===== src/rtl/irq_controller_pkg.sv =====
// Shared register map, TCON bit positions and FSM state encoding for the interrupt controller.
package irq_controller_pkg;

    localparam logic [7:0] OFF_TH     = 8'h00;
    localparam logic [7:0] OFF_TL     = 8'h04;
    localparam logic [7:0] OFF_TCON   = 8'h08;
    localparam logic [7:0] OFF_IEN    = 8'h20;
    localparam logic [7:0] OFF_IPEND  = 8'h24;
    localparam logic [7:0] OFF_ICAUSE = 8'h28;
    localparam logic [7:0] OFF_ISET   = 8'h2C;

    localparam int TCON_RUN = 0;
    localparam int TCON_IE  = 1;
    localparam int TCON_W   = 2;

    typedef enum logic [1:0] {
        IDLE = 2'd0,
        REQ  = 2'd1,
        SVC  = 2'd2
    } irqc_state_e;

endpackage


===== src/rtl/irq_timer.sv =====
// Purpose: free-running reload timer (TH/TL/TCON) feeding interrupt source 0.
// Latency: TL at all-ones reloads from TH on the next edge; tick is combinational with that edge.
// Backpressure: none; a CPU write to TL overrides the count in the same cycle.
module irq_timer
    import irq_controller_pkg::*;
(
    input  logic              clk,
    input  logic              reset,
    input  logic              wr_en,
    input  logic [7:0]        addr,
    input  logic [31:0]       wdata,
    output logic              tick,
    output logic [31:0]       th,
    output logic [31:0]       tl,
    output logic [TCON_W-1:0] tcon
);

    logic wrap;

    assign wrap = tcon[TCON_RUN] && (&tl);
    assign tick = wrap && tcon[TCON_IE];

    always_ff @(posedge clk) begin
        if (!reset) begin
            th   <= '0;
            tl   <= '0;
            tcon <= '0;
        end else begin
            if (wr_en && addr == OFF_TH)
                th <= wdata;
            if (wr_en && addr == OFF_TCON)
                tcon <= wdata[TCON_W-1:0];
            if (wr_en && addr == OFF_TL)
                tl <= wdata;
            else if (tcon[TCON_RUN])
                tl <= wrap ? th : tl + 32'd1;
        end
    end

endmodule


===== src/rtl/irq_controller.sv =====
// Purpose: pending/enable/priority interrupt controller with user-mode IRQ handshake; timer under IRQC_TIMER_EN.
// Latency: pulse at edge k sets IPEND; irq rises after edge k+1; register reads are combinational.
// Backpressure: none; events accumulate in IPEND while a handler runs or kernel mode holds requests off.
module irq_controller
    import irq_controller_pkg::*;
#(
    parameter int NUM_SRC = 4,
    parameter int ID_W    = 2
) (
    input  logic               clk,
    input  logic               reset,
    input  logic               sel,
    input  logic [7:0]         addr,
    input  logic [31:0]        wdata,
    input  logic               we,
    input  logic               rd,
    output logic [31:0]        rdata,
    input  logic [NUM_SRC-1:0] src_pulse,
    input  logic               kernel,
    output logic               irq,
    output logic [ID_W-1:0]    irq_id
);

    logic               wr_en;
    logic [NUM_SRC-1:0] pend;
    logic [NUM_SRC-1:0] ien;
    logic [NUM_SRC-1:0] act;
    logic [NUM_SRC-1:0] src_eff;
    logic [NUM_SRC-1:0] w1c;
    logic [NUM_SRC-1:0] w1s;
    logic [ID_W-1:0]    best;
    logic               any_act;
    logic               unused_wdata;
    irqc_state_e        state;

    assign wr_en        = sel && we;
    assign unused_wdata = ^wdata[31:NUM_SRC];

`ifdef IRQC_TIMER_EN
    logic              timer_tick;
    logic [31:0]       timer_th;
    logic [31:0]       timer_tl;
    logic [TCON_W-1:0] timer_tcon;

    irq_timer u_timer (
        .clk   (clk),
        .reset (reset),
        .wr_en (wr_en),
        .addr  (addr),
        .wdata (wdata),
        .tick  (timer_tick),
        .th    (timer_th),
        .tl    (timer_tl),
        .tcon  (timer_tcon)
    );

    assign src_eff = src_pulse | {{(NUM_SRC-1){1'b0}}, timer_tick};
`else
    assign src_eff = src_pulse;
`endif

    assign w1c     = (wr_en && addr == OFF_IPEND) ? wdata[NUM_SRC-1:0] : '0;
    assign w1s     = (wr_en && addr == OFF_ISET)  ? wdata[NUM_SRC-1:0] : '0;
    assign act     = pend & ien;
    assign any_act = |act;

    // Scan from the top so the lowest set index is the one left in best.
    always_comb begin
        best = '0;
        for (int i = NUM_SRC - 1; i >= 0; i--) begin
            if (act[i])
                best = ID_W'(i);
        end
    end

    always_ff @(posedge clk) begin
        if (!reset) begin
            pend <= '0;
            ien  <= '0;
        end else begin
            if (wr_en && addr == OFF_IEN)
                ien <= wdata[NUM_SRC-1:0];
            pend <= (pend & ~w1c) | w1s | src_eff;
        end
    end

    // irq_id stays frozen through SVC so software can see what it is servicing.
    always_ff @(posedge clk) begin
        if (!reset) begin
            state  <= IDLE;
            irq    <= 1'b0;
            irq_id <= '0;
        end else begin
            case (state)
                IDLE: begin
                    if (any_act && !kernel) begin
                        state  <= REQ;
                        irq    <= 1'b1;
                        irq_id <= best;
                    end
                end
                REQ: begin
                    if (!any_act) begin
                        state <= IDLE;
                        irq   <= 1'b0;
                    end else if (kernel) begin
                        state <= SVC;
                        irq   <= 1'b0;
                    end else begin
                        irq_id <= best;
                    end
                end
                SVC: begin
                    if (!kernel)
                        state <= IDLE;
                end
                default: begin
                    state <= IDLE;
                    irq   <= 1'b0;
                end
            endcase
        end
    end

    always_comb begin
        rdata = '0;
        if (sel && rd) begin
            case (addr)
                OFF_IEN:    rdata = {{(32-NUM_SRC){1'b0}}, ien};
                OFF_IPEND:  rdata = {{(32-NUM_SRC){1'b0}}, pend};
                OFF_ICAUSE: rdata = {{(32-ID_W-1){1'b0}}, best, any_act};
`ifdef IRQC_TIMER_EN
                OFF_TH:     rdata = timer_th;
                OFF_TL:     rdata = timer_tl;
                OFF_TCON:   rdata = {{(32-TCON_W){1'b0}}, timer_tcon};
`endif
                default:    rdata = '0;
            endcase
        end
    end

endmodule


===== config.mk =====
export PLATFORM = sky130hd
export DESIGN_NAME = irq_controller
export DESIGN_NICKNAME = d
export VERILOG_FILES = /design/src/rtl/irq_controller_pkg.sv /design/src/rtl/irq_timer.sv /design/src/rtl/irq_controller.sv
export SDC_FILE = /design/constraint.sdc
export NUM_CORES = 1
export LEC_CHECK = 0
export BUFFER_PORTS_ARGS = -buffer_cell sky130_fd_sc_hd__buf_2
export CELL_PAD_IN_SITES_DETAIL_PLACEMENT = 1
export CELL_PAD_IN_SITES_GLOBAL_PLACEMENT = 1
export CORE_MARGIN = 2
export CORE_UTILIZATION = 25
export CTS_BUF_LIST = sky130_fd_sc_hd__clkbuf_4 sky130_fd_sc_hd__clkbuf_8
export CTS_CLUSTER_DIAMETER = 40
export DETAILED_ROUTE_END_ITERATION = 8
export GPL_TIMING_DRIVEN = 0
export HOLD_SLACK_MARGIN = 0.12
export PLACE_DENSITY_LB_ADDON = 0.3
export SLEW_MARGIN = 10
export SYNTH_ARGS = -nofsm -noshare
export SYNTH_HDL_FRONTEND = slang
export SYNTH_SLANG_ARGS = --single-unit

===== constraint.sdc =====
create_clock -name clk -period 1.73 [get_ports clk]
set_clock_uncertainty 0.05 [all_clocks]
set_input_delay 0.346 -clock clk [delete_from_list [all_inputs] [get_ports clk]]
set_output_delay 0.346 -clock clk [all_outputs]
set_load 0.02 [all_outputs]

# Word-level counts from Yosys, hierarchy flattened
# Cells that the tools add are included.
# word_totals
output_inout_bits,35
word_cells,56
in_bits,50
regBits,13
# op_classes
n_reduce_logical,13
muxes,21
eq_ne,11
bitwise,6
# ops
operator,n
8-bit by 6-bit == test with 1-bit output (second input constant),4
2-bit 2-to-1 mux,11
4-bit 2-to-1 mux,3
4-bit one-hot mux with 3 select lines,1
4-bit bitwise AND,2
2-bit inequality test (second input constant),4
4-bit bitwise OR,2
1-bit logical AND,6
2-bit one-hot mux with 3 select lines,1
3-bit AND reduction,2
4-bit NOT,1
2-bit one-hot mux with 2 select lines,1
4-bit AND reduction,1
4-bit OR reduction,1
1-bit 2-to-1 mux,3
3-bit inequality test (second input constant),1
1-bit one-hot mux with 3 select lines,1
2-bit by 1-bit == test with 1-bit output (second input constant),1
2-bit == test (second input constant),1
2-bit logical NOT,1
2-bit nonzero test,1
1-bit logical NOT,1
1-bit NOT,1

# Depth between registers and ports, before layout
# Gate-level depths: netlist of the first run.
# logic_depth
word_depth,8
depth_mapped,5
depth_no_buf,4

# Least setup slack after synthesis of the first run
# OpenSTA, ideal clock, no wires.
# synth_path
path_kind,input to output
start,in addr[4]
end,out rdata[3]
arrival_ns,1.363
path_slack_ns,-0.029
path_buffers,0
stages,3
required_ns,1.334
cell_sequence,nor4b_4 nand4_1 nor3_1
# synth_between
elab_chain_cells,3
word_cells_on_any_way,5
classes_between,eq/ne (3); mux (2)
# synth_rtl
item,line_no,source
"start, declared",irq_controller.sv:13,"input logic [7:0] addr,"
8-bit by 6-bit == test with 1-bit output,irq_controller.sv:128,case (addr)
4-bit one-hot mux with 3 select lines *,irq_controller.sv:128,
4-bit 2-to-1 mux *,irq_controller.sv:127,if (sel && rd) begin
"end, declared",irq_controller.sv:17,"output logic [31:0] rdata,"
# Every way passes the cells marked *; elsewhere a longest branch is shown, timed or not.

# Final worst setup path of the first run
# layout_path
start,reg pend[1]
end,out rdata[2]
# layout_between
elab_chain_cells,5
# layout_rtl
item,line_no,source
"start, declared",irq_controller.sv:25,logic [NUM_SRC-1:0] pend;
"start signal, assigned",irq_controller.sv:83,pend <= (pend & ~w1c) | w1s | src_eff;
4-bit bitwise AND,irq_controller.sv:64,assign act = pend & ien;
2-bit 2-to-1 mux (2 in series),irq_controller.sv:71,if (act[i])
4-bit one-hot mux with 3 select lines,irq_controller.sv:128,
4-bit 2-to-1 mux,irq_controller.sv:127,
# No other way between the ends.

==> metrics.md, run 1 <==
| Metric | Value |
|---|---|
| Die Area | 4290 sq um |
| First-pass GRT wire length | 4470 um |
| Critical path launch point type | flop |
| Fin crit share | 104% |
| Largest area contributor in the netlist | dfxtp_1 |
| Post-synth top cells | buf_4 (29), nand2_1 (15), dfxtp_1 (13) |
| Final setup fails | 1 |
| Reg area | 268 sq um |
| Post-synthesis register bit count | 13 |
| WP data arrival | 1400 ps |
| Worst-case clock buffer depth | 2 |
| Antenna violations before repair | 0 |
| Top cell type's share of synthesized area | 27.5% |
| Met1 Usage GRT | 14.0% |
| Synth async-reset ratio | 0% |
| Mapped Area | 946 sq um |
| Final WL | 2850 um |
| Multi-input logic area | 583 sq um |
| Max-slew violations | 0 |
| Vias | 972 |
| Layout cells sized above 1 | 43.5% |
| # port buffers | 27 |
| DRT antenna net count | 0 |
| Distinct cells, synth | 25 |
| GRT Resource Usage Total | 13.7% |
| Synth area leaders | dfxtp_1 (28%), buf_4 (23%), a21boi_1 (6.3%) |
| Hold depth | 3 |
| Routed wire per std cell | 12.3 um |
| RSZ-0062 raised after global routing | yes |
| WP data required | 1330 ps |
| R2R depth | 6 |
| Worst hold path class | in -> reg |
| DP Worst Slack | -162 ps |
| Final hold slack | 292 ps |
| Most Used Layer, Global Route | met2 |
| Initial core utilization | 25.8% |
| Synth warn | 0 |
| Core area | 3660 sq um |
| Synth-to-layout area growth | 46.6% |
| Critical path peak fanout | 3 |
| Post-synth EDFFs | 0 |
| Die height | 65.5 um |
| Vias in the first global route | 1021 |
| # DRC | 0 |
| Standard-cell rows | 22 |
| Total chip power | 0.798 mW |
| CTS Buf Count | 3 |
| TritonCTS Sinks | 13 |
| Via density | 4.19 |
| Final Hold Viols | 0 |
| GRT met3 Usage | 3.60% |
| Largest net degree at the start of global routing | 11 |
| Grt ovf | 0 |
| Post-layout net count | 235 |
| First DRT Iteration DRCs | 40 |
| Seq/Total Area, Yosys | 27.5% |
| Max cap viols | 0 |
| Predominant post-synthesis flop cell | dfxtp_1 |
| # fillers | 469 |
| Fin worst setup slack | -70.4 ps |
| Setup CP Type | reg -> out |
| Post-DP HPWL | 2200 um |
| P_leak | 0.681 nW |
| H-tree Lvls | 1 |
| Worst-Skew Late Latency | 250 ps |
| Met2 Usage GRT | 25.5% |
| Die width | 65.5 um |
| Top-count cell post-synth | buf_4 |
| Outcome | complete, but fails checks |
| CTS tree | yes |
| I/O pin total | 85 |
| Clock transition at the registers of the reported paths | 50 ps |
| Root Driver | clkbuf_8 |
| FMAX | 555 MHz |
| Peak supply drop | 162 uV |
| Syn avg cell area | 7.95 sq um |
| Tmin final | 1800 ps |
| Post-Syn Instances | 119 |
| GP Congestion | 0.748 |
| First-pass DRT Iterations | 4 |
| Worst setup EP type | output pin |
| Pwr Density | 576 nW/um^2 |
| ANT cells | 0 |
| Failing checks | negative setup slack |
stage by stage:
stage / util (%) / std cells / setup TNS [ps] / area (sq um)
detailed placement: 34.1 / 221 / -439 / 1250
CTS: 37.0 / 229 / -6.10 / 1350
global route: 37.9 / 232 / -355 / 1390
global placement: 34.1 / 221 / -418 / 1250
floorplan: - / 146 / 0 / 1050
finish: 37.9 / 232 / -70.4 / 1390
sequential cells by signal (all words and copies together) (netlist names):
register,cells
irq_id,2
irq,1
pend,4
ien,4
state,2
worst max-delay path: stages (launching register included):
cell and delay, ps:
dfxtp_4 350, a22oi_2 250, nor2b_4 200, a21oi_1 80, nor2_1 130, buf_4 150
layout by cell type, fill, tap and decap left out, types with 5 or more instances in the layout:
cell type / count
a21boi_1: 8
buf_2: 25
buf_4: 38
conb_1: 28
dfxtp_1: 9
mux2i_1: 5
nand2_1: 15
nand3_1: 5
nor2_1: 9
o21ai_0: 6
path summary, 6_finish.rpt:
| path | endpoint | startpoint | slack, ps |
|---|---|---|---|
| setup / recovery | rdata[2] | pend[1] | -70 |
| hold reg to reg | irq_id[1] | irq_id[1] | 420 |
| setup reg to reg | irq | pend[3] | 100 |
| hold / removal | state[1] | kernel | 290 |
report_power, final:
group | switching [mW] | internal (mW)
Sequential | 0.00840 | 0.306
Combinational | 0.107 | 0.0820
Clock | 0.115 | 0.179
repair_timing:
action,CTS,global route
endpoints found under the hold margin,0,0
endpoints found under the setup margin,4,4
buffers inserted,4,3
hold buffers,0,0
gates resized for setup,10,4
pin swaps,5,5
area by class of cell:
class | count | share of cell area, %
multi-input cells | 101 | 42.1
flip-flops and latches | 13 | 19.3
plain buffers | 32 | 16.9
repair buffers | 34 | 13.9
well taps | 48 | 4.33
clock buffers | 4 | 3.52
routing by layer:
metal,wire length (um),vias to the layer above
met2,1520,31
li1,-,493
met1,1080,443
met4,61,0
met3,179,5
met5,0,-
cell families after synthesis:
kind of cell    Yosys count  share of synthesized area (%)
compound gates           28                           21.0
buf+inv                  32                           24.3
flops                    13                           27.5
mux                       5                           5.29
other cells               1                          0.396
simple gates             40                           21.4
No activity file was read; power rests on OpenSTA's default activity.
==> inputs of run 2 (changes only) <==
--- a/config.mk
+++ b/config.mk
@@ -6,7 +6,7 @@
 export NUM_CORES = 1
 export LEC_CHECK = 0
 export BUFFER_PORTS_ARGS = -buffer_cell sky130_fd_sc_hd__buf_2
-export CELL_PAD_IN_SITES_DETAIL_PLACEMENT = 1
+export CELL_PAD_IN_SITES_DETAIL_PLACEMENT = 0
 export CELL_PAD_IN_SITES_GLOBAL_PLACEMENT = 1
 export CORE_MARGIN = 2
 export CORE_UTILIZATION = 25
==> metrics.md, run 2 (same netlist as run 1, synthesis figures left out) <==
| Metric | Value |
|---|---|
| Peak supply drop | 177 uV (+9.3%) |
| DRT antenna net count | 0 (unchanged) |
| Die width | 65.5 um (unchanged) |
| I/O pin total | 85 (unchanged) |
| Outcome | finished, final reports clean |
| Post-DP HPWL | 1860 um (-15%) |
| Clock transition at the registers of the reported paths | 60 ps (about the same) |
| Pwr Density | 568 nW/um^2 (-1.3%) |
| Final Hold Viols | 0 (unchanged) |
| Vias in the first global route | 891 (-13%) |
| Grt ovf | 0 (unchanged) |
| Routed wire per std cell | 10.3 um (-16%) |
| Post-layout net count | 233 (-0.85%) |
| CTS tree | yes |
| # DRC | 0 (unchanged) |
| WP data required | 1330 ps (about the same) |
| ANT cells | 0 (unchanged) |
| Fin crit share | 100% (-4.1 points) |
| Max cap viols | 0 (unchanged) |
| CTS Buf Count | 3 (unchanged) |
| Critical R2R Capture | irq_id[0] |
| Setup CP Type | reg -> out |
| Layout cells sized above 1 | 45.1% (+1.6 points) |
| Standard-cell rows | 22 (unchanged) |
| Die height | 65.5 um (unchanged) |
| Synth-to-layout area growth | 47.0% |
| Max-slew violations | 0 (unchanged) |
| Worst setup EP type | output pin |
| Core area | 3660 sq um (unchanged) |
| Final setup fails | 0 (-1) |
| # port buffers | 27 (unchanged) |
| Dpl cells | 221 (unchanged) |
| H-tree Lvls | 1 (unchanged) |
| Fin worst setup slack | 0.686 ps (+71.0 ps) |
| Largest net degree at the start of global routing | 11 (unchanged) |
| Critical path peak fanout | 4 (+1) |
| Crit path to | rdata[2] |
| R2R depth | 6 (unchanged) |
| CP startpoint | pend[1] |
| Worst-Skew Late Latency | 240 ps (about the same) |
| Hold depth | 3 (unchanged) |
| FMAX | 578 MHz (+4.1%) |
| Die Area | 4290 sq um (unchanged) |
| First-pass DRT Iterations | 4 (unchanged) |
| Initial core utilization | 25.8% (unchanged) |
| Commonest cells after routing, fill and taps aside | buf_4 (38), conb_1 (28), buf_2 (23) |
| Final WL | 2370 um (-17%) |
| DP Worst Slack | -163 ps (-1.13 ps) |
| Via density | 4.11 (-1.8%) |
| Commonest non-fill, non-tap cell in the layout | buf_4 |
| Root Driver | clkbuf_8 |
| Critical path launch point type | flop |
| Hold_buf cts | 0 (unchanged) |
| Worst R2R Setup Slack | 190 ps (+90 ps) |
| R2R Path Start | ien[3] |
| Tmin final | 1730 ps (-71.0 ps) |
| Worst-case clock buffer depth | 2 (unchanged) |
| WP data arrival | 1330 ps (-70 ps) |
| Biggest regs | ien x4, pend x4 |
| GP Congestion | 0.748 (unchanged) |
| First DRT Iteration DRCs | 23 (-43%) |
| P_leak | 0.679 nW (-0.27%) |
| TritonCTS Sinks | 13 (unchanged) |
| Layout Cells excl Fill | 230 (-0.86%) |
| Vias | 946 (-2.7%) |
| Worst hold path class | in -> reg |
| Antenna violations before repair | 0 (unchanged) |
| GRT Resource Usage Total | 11.4% (-2.3 points) |
| First-pass GRT wire length | 3740 um (-16%) |
| RSZ-0062 raised after global routing | yes |
run 2: changes by cell type in the layout (fill, tap and decap cells not counted), sizes merged:
cell / change
buf: -1
clkbuf: -1
run 2: where the power goes:
| part | switching, mW | total, mW | leakage, nW | internal (mW) |
|---|---|---|---|---|
| combinational | 0.104 | 0.185 | 0.545 | 0.0809 |
| clock | 0.112 | 0.291 | 0.0262 | 0.179 |
| sequential | 0.00814 | 0.315 | 0.108 | 0.306 |
run 2: layout make-up:
| class | instances | area, sq um |
|---|---|---|
| Buffer | 32 | 234 |
| Clock buffer | 4 | 48.8 |
| Fill cell | 389 | 2270 |
| Multi-Input combinational cell | 101 | 593 |
| Sequential cell | 13 | 268 |
| Tap cell | 48 | 60.1 |
| Timing Repair Buffer | 32 | 186 |
run 2: routing by layer:
layer	vias up	routed length, um	track usage, %
met4	0	45	5.47
met5	-	0	0
met2	30	1180	20.5
met1	424	991	12.4
met3	4	155	2.74
li1	488	-	-
run 2: worst min-delay path by stage:
stage	from	endpoint	slack (ps)
6_report	kernel	state[1]	290
4_1_cts	kernel	state[1]	290
3_5_place_dp	irq_id[1]	irq_id[1]	410
3_3_place_gp	irq_id[1]	irq_id[1]	400
5_1_grt	kernel	state[1]	280
2_1_floorplan	ien[1]	ien[1]	410
run 2: worst max-delay path: stages (launching register included):
cell	delay [ps]
dfxtp_2	340
a22oi_2	240
nor2b_4	210
a21oi_2	60
nor2_2	120
buf_6	120
run 2: what timing repair did:
action                     in CTS  in global routing
pin swaps                       4                  8
setup buffers                   3                  2
gates cloned                    0                  0
setup endpoints to repair       4                  4
resized for setup               9                 13
run 2: per-stage QoR:
stage          total power [mW]  utilization [%]  setup TNS, ps  instance area (sq um)  hold slack (ps)
2_1_floorplan             0.456                -              0                   1050              406
3_3_place_gp              0.495             34.1           -418                   1250              401
3_5_place_dp              0.498             34.1           -440                   1250              409
4_1_cts                   0.789             36.6              0                   1340              287
5_1_grt                   0.831             38.0           -154                   1390              283
6_report                  0.790             38.0              0                   1390              287
==> inputs of run 3 (changes only) <==
--- a/config.mk
+++ b/config.mk
@@ -5,6 +5,7 @@
 export SDC_FILE = /design/constraint.sdc
 export NUM_CORES = 1
 export LEC_CHECK = 0
+export ABC_AREA = 1
 export BUFFER_PORTS_ARGS = -buffer_cell sky130_fd_sc_hd__buf_2
 export CELL_PAD_IN_SITES_DETAIL_PLACEMENT = 0
 export CELL_PAD_IN_SITES_GLOBAL_PLACEMENT = 1
==> metrics.md, run 3 <==
| Metric | Value |
|---|---|
| TritonCTS Sinks | 13 (unchanged) |
| Top-count cell post-synth | nand2_1 |
| Largest net degree at the start of global routing | 10 (-1) |
| Setup_tns | 0 ps (unchanged) |
| Max cap viols | 0 (unchanged) |
| Mapped Area | 1060 sq um (+12%) |
| P_leak | 0.900 nW (+33%) |
| Synth async-reset ratio | 0% (unchanged) |
| Worst hold path class | in -> reg |
| Post-synthesis register bit count | 13 (unchanged) |
| Vias | 1105 (+17%) |
| Post-layout net count | 287 (+23%) |
| H-tree Lvls | 1 (unchanged) |
| # fillers | 460 (+18%) |
| Synth-to-layout area growth | 49.5% |
| WP data required | 1330 ps (about the same) |
| Layout Cells excl Fill | 286 (+24%) |
| Tmin final | 1710 ps (-23.8 ps) |
| ANT cells | 0 (unchanged) |
| Top cell type's share of synthesized area | 24.6% (-2.9 points) |
| Clock transition at the registers of the reported paths | 50 ps (about the same) |
| # port buffers | 27 (unchanged) |
| Design area | 1580 sq um (+14%) |
| Setup CP Type | in -> out |
| Fin crit share | 98.6% (-1.4 points) |
| CTS Buf Count | 3 (unchanged) |
| Predominant post-synthesis flop cell | dfxtp_1 |
| # DRC | 0 (unchanged) |
| Final WL | 2470 um (+4.1%) |
| Final setup fails | 0 (unchanged) |
| Worst-case clock buffer depth | 2 (unchanged) |
| Via density | 3.86 (-6.1%) |
| Post-synth EDFFs | 0 (unchanged) |
| Fin worst setup slack | 24.5 ps (+23.8 ps) |
| Pwr Density | 500 nW/um^2 (-12%) |
| Layout cells sized above 1 | 42.4% (-2.7 points) |
| Max-slew violations | 0 (unchanged) |
| Vias in the first global route | 1012 (+14%) |
| Critical path peak fanout | 5 (+1) |
| CTS tree | yes |
| I/O pin total | 85 (unchanged) |
| Die width | 69.1 um (+5.4%) |
| Routed wire per std cell | 8.63 um (-16%) |
| Syn avg cell area | 6.19 sq um (-22%) |
| Post-synth top cells | nand2_1 (37), buf_4 (28), nor2_1 (27) |
| RSZ-0062 raised after global routing | yes |
| Commonest cells after routing, fill and taps aside | buf_4 (36), nand2_1 (32), conb_1 (28) |
| First DRT Iteration DRCs | 21 (-8.7%) |
| FMAX | 586 MHz (+1.4%) |
| Worst-Skew Late Latency | 240 ps (about the same) |
| Worst setup EP type | output pin |
| Die Area | 4770 sq um (+11%) |
| Peak supply drop | 264 uV (+49%) |
| Core area | 4030 sq um (+10%) |
| Synth area leaders | dfxtp_1 (25%), buf_4 (20%), nand2_1 (13%) |
| First-pass GRT wire length | 4210 um (+13%) |
| Hold_buf cts | 0 (unchanged) |
| Die height | 69.1 um (+5.4%) |
| Commonest non-fill, non-tap cell in the layout | buf_4 |
| Post-DP HPWL | 1990 um (+6.7%) |
| WP data arrival | 1310 ps (-20 ps) |
| Initial core utilization | 26.3% (+0.44 points) |
| GRT Resource Usage Total | 10.4% (-0.96 points) |
| Standard-cell rows | 23 (+4.5%) |
| Critical path launch point type | input port |
| Fin util | 39.3% (+1.3 points) |
| GP Congestion | 0.737 (-1.4%) |
| Dpl cells | 275 (+24%) |
| Outcome | finished, final reports clean |
| Synth warn | 0 (unchanged) |
| Antenna violations before repair | 0 (unchanged) |
| Post-Syn Instances | 171 (+44%) |
| Dpl cell area | 1360 sq um (+8.8%) |
| Largest area contributor in the netlist | dfxtp_1 |
| First-pass DRT Iterations | 4 (unchanged) |
| Biggest regs | ien x4, pend x4 |
| DRT antenna net count | 0 (unchanged) |
| Final Hold Viols | 0 (unchanged) |
| Grt ovf | 0 (unchanged) |
| Seq/Total Area, Yosys | 24.6% (-2.9 points) |
| DP Worst Slack | -160 ps (+3.26 ps) |
| Root Driver | clkbuf_8 |
| Distinct cells, synth | 22 (-12%) |
[run 3: cell types whose count changed after synthesis, sizes merged, moves of 4 or more]
cell    change
a21boi      -9
a21oi       +8
a41oi       -4
inv        +21
mux2i       -5
nand2      +25
nand3      +13
nor2       +21
o21ai       -5
[run 3: through the flow]
step	hold WS [ps]	total power, mW
global placement	403	0.499
detailed placement	399	0.498
floorplan	383	0.459
CTS	305	0.787
finish	303	0.791
global route	306	0.832
[run 3: worst paths after layout]
kind	start	endpoint	slack, ps	cells past startpoint
hold reg to reg	state[0]	state[1]	400	1
setup reg to reg	ien[3]	irq_id[1]	540	9
hold / removal	src_pulse[1]	pend[1]	300	3
setup / recovery	addr[3]	rdata[2]	20	9
[run 3: critical path, stage by stage]
cell,delay [ps]
clkbuf_4,140
or2_4,240
nor2_4,140
buf_6,130
nand2_2,50
nand3_2,50
nand2_1,50
inv_1,60
buf_6,110
[run 3: logic make-up (layout without fill, tap and decap cells)]
| logic type | count (synthesis) | count (layout) | synth area share [%] |
|---|---|---|---|
| AO/OA/AOI/OAI | 13 | 13 | 6.74 |
| flip-flops | 13 | 13 | 24.6 |
| AND/OR/NAND/NOR | 92 | 92 | 39.2 |
| other | 1 | 28 | 0.354 |
| buffers and inverters | 52 | 90 | 29.1 |
[run 3: routing by layer]
layer  share of wire (%)  routed length (um)  global-route usage [%]
met2                  49                1200                    17.5
met3                 7.4                 182                    2.19
met4                 1.0                  25                    3.92
met1                  43                1060                    13.0
met5                   0                   0                       0
[run 3: final cells by class]
cell class | count | area (sq um) | share of cell area [%]
Multi-Input combinational cell | 133 | 659 | 41.7
Sequential cell | 13 | 272 | 17.2
Timing Repair Buffer | 34 | 228 | 14.4
Buffer | 30 | 225 | 14.2
Inverter | 22 | 87.6 | 5.53
Tap cell | 50 | 62.6 | 3.95
Clock buffer | 4 | 48.8 | 3.08
[run 3: power by group]
group | total [mW] | internal (mW) | switching, mW
combinational | 0.201 | 0.0870 | 0.114
clock | 0.278 | 0.178 | 0.0999
sequential | 0.312 | 0.305 | 0.00679
[run 3: what timing repair did]
action,4_1_cts,5_1_grt
resized for setup,11,30
setup endpoints to repair,4,4
buffers inserted,3,4
pin swaps,4,12
